===== config.mk =====
export PLATFORM = sky130hd
export DESIGN_NAME = hazard_ctrl_flat
export DESIGN_NICKNAME = d
export VERILOG_FILES = /design/src/rtl/hazard_ctrl_if.sv /design/src/rtl/hazard_ctrl.sv /design/src/flat_wrapper.sv
export SDC_FILE = /design/constraint.sdc
export NUM_CORES = 1
export LEC_CHECK = 0
export CAP_MARGIN = 20
export CORE_UTILIZATION = 35
export CTS_BUF_LIST = sky130_fd_sc_hd__clkbuf_8
export DETAILED_ROUTE_END_ITERATION = 8
export GPL_TIMING_DRIVEN = 0
export MAX_ROUTING_LAYER = met4
export PLACE_DENSITY = 0.74
export SKIP_LAST_GASP = 1
export SLEW_MARGIN = 20
export SYNTH_ARGS = -nofsm -noshare
export SYNTH_HDL_FRONTEND = slang
export SYNTH_SLANG_ARGS = --single-unit

===== constraint.sdc =====
create_clock -name clk -period 2.23 [get_ports clk]
set_clock_uncertainty 0.2 [all_clocks]
set_input_delay 0.223 -clock clk [delete_from_list [all_inputs] [get_ports clk]]
set_output_delay 0.223 -clock clk [all_outputs]
set_load 0.02 [all_outputs]

===== src/rtl/hazard_ctrl_if.sv =====
// Handshake bundle between the ID/EX pipeline boundary and the hazard controller.
// The pipeline side drives the decode/EX fields; the controller drives enables and counters.
interface hazard_ctrl_if #(
  parameter int CNT_W = 16
);
  logic             MemRead_IDEX;
  logic             setflags_IDEX;
  logic [4:0]       Rd_EX;
  logic [4:0]       Rn_ID;
  logic [4:0]       Rm_ID;
  logic             usesRn_ID;
  logic             usesRm_ID;
  logic             condBr_ID;
  logic             brTaken_EX;
  logic             mem_busy;
  logic             pc_write;
  logic             ifid_write;
  logic             ifid_flush;
  logic             idex_bubble;
  logic [CNT_W-1:0] stall_cnt;
  logic [CNT_W-1:0] flush_cnt;

  modport master (
    output MemRead_IDEX, setflags_IDEX, Rd_EX, Rn_ID, Rm_ID,
           usesRn_ID, usesRm_ID, condBr_ID, brTaken_EX, mem_busy,
    input  pc_write, ifid_write, ifid_flush, idex_bubble, stall_cnt, flush_cnt
  );

  modport slave (
    input  MemRead_IDEX, setflags_IDEX, Rd_EX, Rn_ID, Rm_ID,
           usesRn_ID, usesRm_ID, condBr_ID, brTaken_EX, mem_busy,
    output pc_write, ifid_write, ifid_flush, idex_bubble, stall_cnt, flush_cnt
  );
endinterface


===== src/rtl/hazard_ctrl.sv =====
// Load-use / flag-use stall and taken-branch squash control for the IF/ID and ID/EX registers.
//   state    | meaning
//   ST_RUN   | normal issue; stalls on load/flag hazards, enters squash on a taken branch
//   ST_FLUSH | squashing younger instructions, flush_left cycles remain including this one
module hazard_ctrl #(
  parameter int FLUSH_CYCLES = 1,
  parameter int CNT_W        = 16
) (
  input  logic         clk,
  input  logic         reset,
  hazard_ctrl_if.slave hz
);

  typedef enum logic [0:0] {
    ST_RUN   = 1'b0,
    ST_FLUSH = 1'b1
  } state_t;

  localparam logic [1:0] FLUSH_LEFT_INIT = 2'(FLUSH_CYCLES - 1);

  state_t           state_q, state_d;
  logic [1:0]       flush_left_q, flush_left_d;
  logic [CNT_W-1:0] stall_cnt_q, flush_cnt_q;
  logic             stall_inc, flush_inc;
  logic             load_haz, flag_haz, squash;
  logic             pc_write_c, ifid_write_c, ifid_flush_c, idex_bubble_c;

  // X31 reads as zero, so a load targeting it never creates a dependency.
  assign load_haz = hz.MemRead_IDEX && (hz.Rd_EX != 5'd31) &&
                    ((hz.usesRn_ID && (hz.Rn_ID == hz.Rd_EX)) ||
                     (hz.usesRm_ID && (hz.Rm_ID == hz.Rd_EX)));
  assign flag_haz = hz.setflags_IDEX && hz.condBr_ID;
  assign squash   = (state_q == ST_FLUSH) || (hz.brTaken_EX && (state_q == ST_RUN));

  always_comb begin
    state_d       = state_q;
    flush_left_d  = flush_left_q;
    stall_inc     = 1'b0;
    flush_inc     = 1'b0;
    pc_write_c    = 1'b1;
    ifid_write_c  = 1'b1;
    ifid_flush_c  = 1'b0;
    idex_bubble_c = 1'b0;
    if (reset) begin
      pc_write_c    = 1'b0;
      ifid_write_c  = 1'b0;
      ifid_flush_c  = 1'b1;
      idex_bubble_c = 1'b1;
    end else if (hz.mem_busy) begin
      pc_write_c    = 1'b0;
      ifid_write_c  = 1'b0;
    end else if (squash) begin
      ifid_flush_c  = 1'b1;
      idex_bubble_c = 1'b1;
      if (state_q == ST_RUN) begin
        flush_inc = 1'b1;
        if (FLUSH_CYCLES > 1) begin
          state_d      = ST_FLUSH;
          flush_left_d = FLUSH_LEFT_INIT;
        end
      end else begin
        flush_left_d = flush_left_q - 2'd1;
        if (flush_left_q == 2'd1) begin
          state_d = ST_RUN;
        end
      end
    end else if (load_haz || flag_haz) begin
      // The bubble clears the dependency, so this never lasts past one cycle.
      pc_write_c    = 1'b0;
      ifid_write_c  = 1'b0;
      idex_bubble_c = 1'b1;
      stall_inc     = 1'b1;
    end
  end

  always_ff @(posedge clk) begin
    if (reset) begin
      state_q      <= ST_RUN;
      flush_left_q <= 2'd0;
      stall_cnt_q  <= '0;
      flush_cnt_q  <= '0;
    end else begin
      state_q      <= state_d;
      flush_left_q <= flush_left_d;
      if (stall_inc && (stall_cnt_q != {CNT_W{1'b1}})) begin
        stall_cnt_q <= stall_cnt_q + 1'b1;
      end
      if (flush_inc && (flush_cnt_q != {CNT_W{1'b1}})) begin
        flush_cnt_q <= flush_cnt_q + 1'b1;
      end
    end
  end

  assign hz.pc_write    = pc_write_c;
  assign hz.ifid_write  = ifid_write_c;
  assign hz.ifid_flush  = ifid_flush_c;
  assign hz.idex_bubble = idex_bubble_c;
  assign hz.stall_cnt   = stall_cnt_q;
  assign hz.flush_cnt   = flush_cnt_q;

endmodule


===== src/flat_wrapper.sv =====
// flat-port wrapper written by rule: the top's interface ports become plain ports
module hazard_ctrl_flat 
#(
  parameter int FLUSH_CYCLES = 1,
  parameter int CNT_W        = 16
)
  (clk, reset, hz_MemRead_IDEX, hz_setflags_IDEX, hz_Rd_EX, hz_Rn_ID, hz_Rm_ID, hz_usesRn_ID, hz_usesRm_ID, hz_condBr_ID, hz_brTaken_EX, hz_mem_busy, hz_pc_write, hz_ifid_write, hz_ifid_flush, hz_idex_bubble, hz_stall_cnt, hz_flush_cnt);
  hazard_ctrl_if #(.CNT_W(CNT_W)) hz_i ();
  input  logic clk;
  input  logic reset;
  input wire logic [$bits(hz_i.MemRead_IDEX)-1:0] hz_MemRead_IDEX;
  input wire logic [$bits(hz_i.setflags_IDEX)-1:0] hz_setflags_IDEX;
  input wire logic [$bits(hz_i.Rd_EX)-1:0] hz_Rd_EX;
  input wire logic [$bits(hz_i.Rn_ID)-1:0] hz_Rn_ID;
  input wire logic [$bits(hz_i.Rm_ID)-1:0] hz_Rm_ID;
  input wire logic [$bits(hz_i.usesRn_ID)-1:0] hz_usesRn_ID;
  input wire logic [$bits(hz_i.usesRm_ID)-1:0] hz_usesRm_ID;
  input wire logic [$bits(hz_i.condBr_ID)-1:0] hz_condBr_ID;
  input wire logic [$bits(hz_i.brTaken_EX)-1:0] hz_brTaken_EX;
  input wire logic [$bits(hz_i.mem_busy)-1:0] hz_mem_busy;
  output wire logic [$bits(hz_i.pc_write)-1:0] hz_pc_write;
  output wire logic [$bits(hz_i.ifid_write)-1:0] hz_ifid_write;
  output wire logic [$bits(hz_i.ifid_flush)-1:0] hz_ifid_flush;
  output wire logic [$bits(hz_i.idex_bubble)-1:0] hz_idex_bubble;
  output wire logic [$bits(hz_i.stall_cnt)-1:0] hz_stall_cnt;
  output wire logic [$bits(hz_i.flush_cnt)-1:0] hz_flush_cnt;
  assign hz_i.MemRead_IDEX = hz_MemRead_IDEX;
  assign hz_i.setflags_IDEX = hz_setflags_IDEX;
  assign hz_i.Rd_EX = hz_Rd_EX;
  assign hz_i.Rn_ID = hz_Rn_ID;
  assign hz_i.Rm_ID = hz_Rm_ID;
  assign hz_i.usesRn_ID = hz_usesRn_ID;
  assign hz_i.usesRm_ID = hz_usesRm_ID;
  assign hz_i.condBr_ID = hz_condBr_ID;
  assign hz_i.brTaken_EX = hz_brTaken_EX;
  assign hz_i.mem_busy = hz_mem_busy;
  assign hz_pc_write = hz_i.pc_write;
  assign hz_ifid_write = hz_i.ifid_write;
  assign hz_ifid_flush = hz_i.ifid_flush;
  assign hz_idex_bubble = hz_i.idex_bubble;
  assign hz_stall_cnt = hz_i.stall_cnt;
  assign hz_flush_cnt = hz_i.flush_cnt;
  hazard_ctrl #(.FLUSH_CYCLES(FLUSH_CYCLES), .CNT_W(CNT_W)) u_core (.clk(clk), .reset(reset), .hz(hz_i));
endmodule

# Yosys cells after proc, flatten, opt, wreduce, memory -nomap -nowiden
# Index checks and enable logic that the tools add are counted.
# word_totals
regBits	35
wordCells	48
# op_classes
n_bitwise	2
n_reduce_logical	13
add_sub_neg	3
n_eq_ne	6
mux	20
# ops
operator	n
$add 16x1->16 const B	2
$ne 16x16->1 const B	2
$mux 1	20
$eq 5x5->1	2
$logic_and 1x1->1	8
$ne 5x5->1 const B	1
$logic_or 1x1->1	3
$reduce_and 3->1	1
$eq 2x1->1 const B	1
$not 1->1	2
$reduce_and 2->1	1
$sub 2x1->2 const B	1

# Longest topological paths before layout
# logic_depth
depth_word	10
depth_mapped	8

# Worst setup path before layout
# No wires, ideal clock.
# synth_path
kind	register to register
start	reg u_core.stall_cnt_q[6], in the netlist u_core.hz.stall_cnt[6]
end	reg u_core.stall_cnt_q[8], in the netlist u_core.hz.stall_cnt[8]
setup_time_ps	123
period_less_slack_ps	2175
path_slack_ps	55
arrival_ps	1852
path_stages_with_launch	7
cell_sequence	dfxtp_1 -> nand4_1 -> nor4_4 -> nand2_1 -> and2_1 -> and4_1 -> mux2_1
# synth_via
elab_chain_len	2
elab_cells_between_ends	3
cone_classes	1 x add/sub; 1 x eq/ne; 1 x reduce/logical
# synth_rtl
item	line_no	text
start: declaration	hazard_ctrl.sv:23	logic [CNT_W-1:0] stall_cnt_q, flush_cnt_q;
start signal: assignment	hazard_ctrl.sv:86	stall_cnt_q <= stall_cnt_q + 1'b1;
parallel branches: the longest is 2 deep, another holds $add 16x1->16	--	
# Several ways; the timed one is not identified.
# A chain may end at the register's enable or synchronous reset.

# Worst setup path after layout
# layout_path
start	in hz_Rn_ID[4]
end	reg u_core.stall_cnt_q[8], in the netlist u_core.hz.stall_cnt[8]
# layout_via
elab_chain_len	10
# layout_rtl
item	line_no	text
start: declaration	flat_wrapper.sv:14	input wire logic [$bits(hz_i.Rn_ID)-1:0] hz_Rn_ID;
$eq 5x5->1	hazard_ctrl.sv:30	((hz.usesRn_ID && (hz.Rn_ID == hz.Rd_EX)) ||
$logic_and 1x1->1	hazard_ctrl.sv:30	
$logic_or 1x1->1	hazard_ctrl.sv:30	
$logic_and 1x1->1	hazard_ctrl.sv:29	assign load_haz = hz.MemRead_IDEX && (hz.Rd_EX != 5'd31) &&
$logic_or 1x1->1	hazard_ctrl.sv:67	end else if (load_haz || flag_haz) begin
$mux 1	hazard_ctrl.sv:67	
$mux 1	hazard_ctrl.sv:52	end else if (squash) begin
$mux 1	hazard_ctrl.sv:49	end else if (hz.mem_busy) begin
$mux 1	hazard_ctrl.sv:44	if (reset) begin
$logic_and 1x1->1	hazard_ctrl.sv:85	if (stall_inc && (stall_cnt_q != {CNT_W{1'b1}})) begin
# Every way passes these cells.

==> out/results.tsv <==
stage	metric	value	unit
cells_and_area	final.fill_count	503	
flow_run	cap_violations	0	
placed_design	dp_cells	351	
floorplanning	die-area	5630	sq um
setup_path	worst_setup_path_end_kind	flip-flop	
synthesis	synth_area_per_cell	8.41	sq um
detailed_routing	drt-total-wl	4810	um
timing	worst_pin_slew	0.464	ns
global_routing	first_global_vias	1837	
placed_design	dp.final_hpwl	3490	um
pwr	power_leakage	0.970	nW
floorplanning	die-width	75.0	um
detailed_routing	num_vias	1895	
detailed_routing	drt_iter0_markers	100	
global_routing	grt_max_degree	12	
clock_tree	h-tree-depth	2	
synthesis	yosys_warnings	0	
timing	max_freq	0.461	GHz
placed_design	place_congestion	0.830	
cells_and_area	postLayoutCoreUtil	0.529	
synthesis	syn-num-nets	249	
detailed_routing	first_pass_iters	4	
floorplanning	start_util	0.366	
detailed_routing	vias_per_cell	5.22	
setup_path	critPathKind	primary input to flip-flop	
timing	finalCritPeriodShare	0.972	
cells_and_area	syn_to_final_growth	44.8	%
global_routing	grt_use_total	0.189	
floorplanning	row_count	26	
placed_design	portBuffers	59	
placed_design	postPlaceCellArea	2540	sq um
pwr	ir_drop	0.282	mV
timing	setup_violations	0	
setup_path	crit_fanout	6	
cells_and_area	fin_cells	363	
timing	drv_slew	0	
placed_design	dp_slack	-0.603	ns
outcome	outcome	finished clean	
clock_tree	path_clk_slew	0.07	ns
worst_hold_path	hold_path_class	flip-flop to flip-flop	
clock_tree	cts.sinks	35	
detailed_routing	drc	0	
timing	fin_hold_ws	0.275	ns
detailed_routing	wl_per_cell	13.3	um
clock_tree	cts_buffer_depth	2	
setup_path	cp_data_arrival_time	2.15	ns
floorplanning	die_h	75.0	um
pwr	cellPowerDensity	448	nW/um^2
cells_and_area	mostFrequentLayoutCells	48 x clkdlybuf4s50_1, 30 x dfxtp_1, 28 x nor2_1	
setup_path	cp-start-kind	primary input	
synthesis	synth_cells	222	
global_routing	gr-total-overflow	0	
cells_and_area	drive_above_1_share	0.140	
synthesis	synth_cell_types	40	
cells_and_area	num_antenna_cells	0	
timing	setup_tns	0	ns
timing	hold_viol	0	
setup_path	required	2.21	ns
cells_and_area	nets	319	
clock_tree	cts_hold_buffers	0	
synthesis	yosysSeqAreaShare	0.375	
floorplanning	core-area	5110	sq um
clock_tree	clk_latency	0.29	ns
timing	slew_headroom	0.691	
clock_tree	cts_buffers	5	
clock_tree	cts_tree	done	
synthesis	synthesis.area	1870	sq um
timing	fin_ws	0.0620	ns
detailed_routing	ant_nets	0	
synthesis	synth-seq-cells	35	
cells_and_area	final_common_cell	clkdlybuf4s50_1	
cells_and_area	stdcell_area	2700	sq um
clock_tree	root_buffer	clkbuf_8	
global_routing	antenna_found_initial	0	
timing	min_period	2.17	ns
global_routing	grt_pass1_wl	7800	um
pwr	p_total	1.21	mW
floorplanning	io_pins	60	
worst max-delay path, cell delays in order:
cell and delay, ns:
clkdlybuf4s50_1 0.47, xnor2_1 0.12, nand4_1 0.12, o22ai_2 0.25, a31o_2 0.22, buf_4 0.11
buf_4 0.13, and4_1 0.20, mux2_4 0.30
power by group:
group	switching, mW	total (mW)	internal, mW
Sequential	0.00302	0.627	0.624
Clock	0.232	0.445	0.213
Combinational	0.0696	0.140	0.0704
final cells by class:
cell class	count	area (sq um)	share of cell area
flip-flops and latches	35	712	0.263
inverters	3	11.3	0.00416
repair buffers	63	606	0.224
well taps	70	87.6	0.0324
clock buffers	5	68.8	0.0255
clock inverters	3	15.0	0.00555
multi-input cells	175	1160	0.428
plain buffers	9	46.3	0.0171
synthesized netlist by cell type:
| master | instances | area share |
|---|---|---|
| nor2b_1 | 3 | 0.010 |
| nand4_1 | 14 | 0.047 |
| o311ai_0 | 1 | 0.0047 |
| and4_1 | 4 | 0.019 |
| mux2_2 | 1 | 0.0060 |
| o21ai_0 | 9 | 0.024 |
| dfxtp_1 | 35 | 0.38 |
| a22oi_1 | 1 | 0.0040 |
| clkbuf_1 | 6 | 0.012 |
| nor4_4 | 1 | 0.011 |
| o21a_1 | 1 | 0.0040 |
| nand2_1 | 16 | 0.032 |
| xnor2_1 | 15 | 0.070 |
| o21bai_1 | 1 | 0.0040 |
| xor2_1 | 11 | 0.052 |
| mux2_1 | 1 | 0.0060 |
| ha_1 | 3 | 0.020 |
| buf_2 | 2 | 0.0054 |
| a31oi_1 | 2 | 0.0067 |
| mux2i_1 | 2 | 0.011 |
| inv_1 | 3 | 0.0060 |
| nor2_1 | 29 | 0.058 |
| a21oi_4 | 1 | 0.0087 |
| and4bb_2 | 1 | 0.0067 |
| nand2b_1 | 1 | 0.0034 |
| buf_4 | 1 | 0.0040 |
| nand3_2 | 1 | 0.0054 |
| nor3_1 | 1 | 0.0027 |
| and3_1 | 7 | 0.023 |
| o22ai_1 | 1 | 0.0034 |
| or3_1 | 7 | 0.023 |
| a21oi_1 | 13 | 0.035 |
| nand3b_1 | 2 | 0.0080 |
| o31ai_1 | 3 | 0.012 |
| and2_1 | 4 | 0.013 |
| nand3_1 | 11 | 0.029 |
| o41ai_1 | 1 | 0.0047 |
| a31o_2 | 2 | 0.0094 |
| or4_4 | 1 | 0.0060 |
| or4_1 | 3 | 0.012 |
final timing paths:
path                                         end                                 from  slack (ns)  depth (start not counted)
min          u_core.hz.stall_cnt[2]$_SDFFE_PP0P_  u_core.hz.stall_cnt[2]$_SDFFE_PP0P_        0.27                          1
max          u_core.hz.stall_cnt[8]$_SDFFE_PP0P_                          hz_Rn_ID[4]        0.06                          9
min reg2reg  u_core.hz.stall_cnt[2]$_SDFFE_PP0P_  u_core.hz.stall_cnt[2]$_SDFFE_PP0P_        0.27                          1
max reg2reg  u_core.hz.stall_cnt[8]$_SDFFE_PP0P_  u_core.hz.stall_cnt[0]$_SDFFE_PP0P_        0.12                          7
timing repair:
| item | in CTS | in global routing |
|---|---|---|
| buffers inserted | 1 | 3 |
| pin swaps | 2 | 5 |
| gates resized for setup | 16 | 25 |
| setup endpoints to repair | 20 | 23 |
| cloned | 0 | 0 |
routing by layer:
layer / vias to the layer above / track usage / routed length, um
li1: 930 / - / -
met1: 903 / 0.216 / 2150
met2: 53 / 0.312 / 2380
met3: 9 / 0.0428 / 221
met4: 0 / 0.0922 / 65
met5: - / - / 0
flip-flops by register name, indices dropped and copies added, names as in the netlist:
name	flops
u_core.hz.flush_cnt	16
u_core.state_q	1
u_core.hz.stall_cnt	16
u_core.flush_left_q	2
cells by family after synthesis:
family / share of synthesized area
AND/OR/NAND/NOR: 0.312
AO/OA/AOI/OAI: 0.121
flip-flops: 0.375
XOR/XNOR: 0.122
buffers and inverters: 0.0275
multiplexers: 0.0228
adder cells (fa/ha/maj): 0.0201
Note: power is estimated with default switching activity, not from simulation.
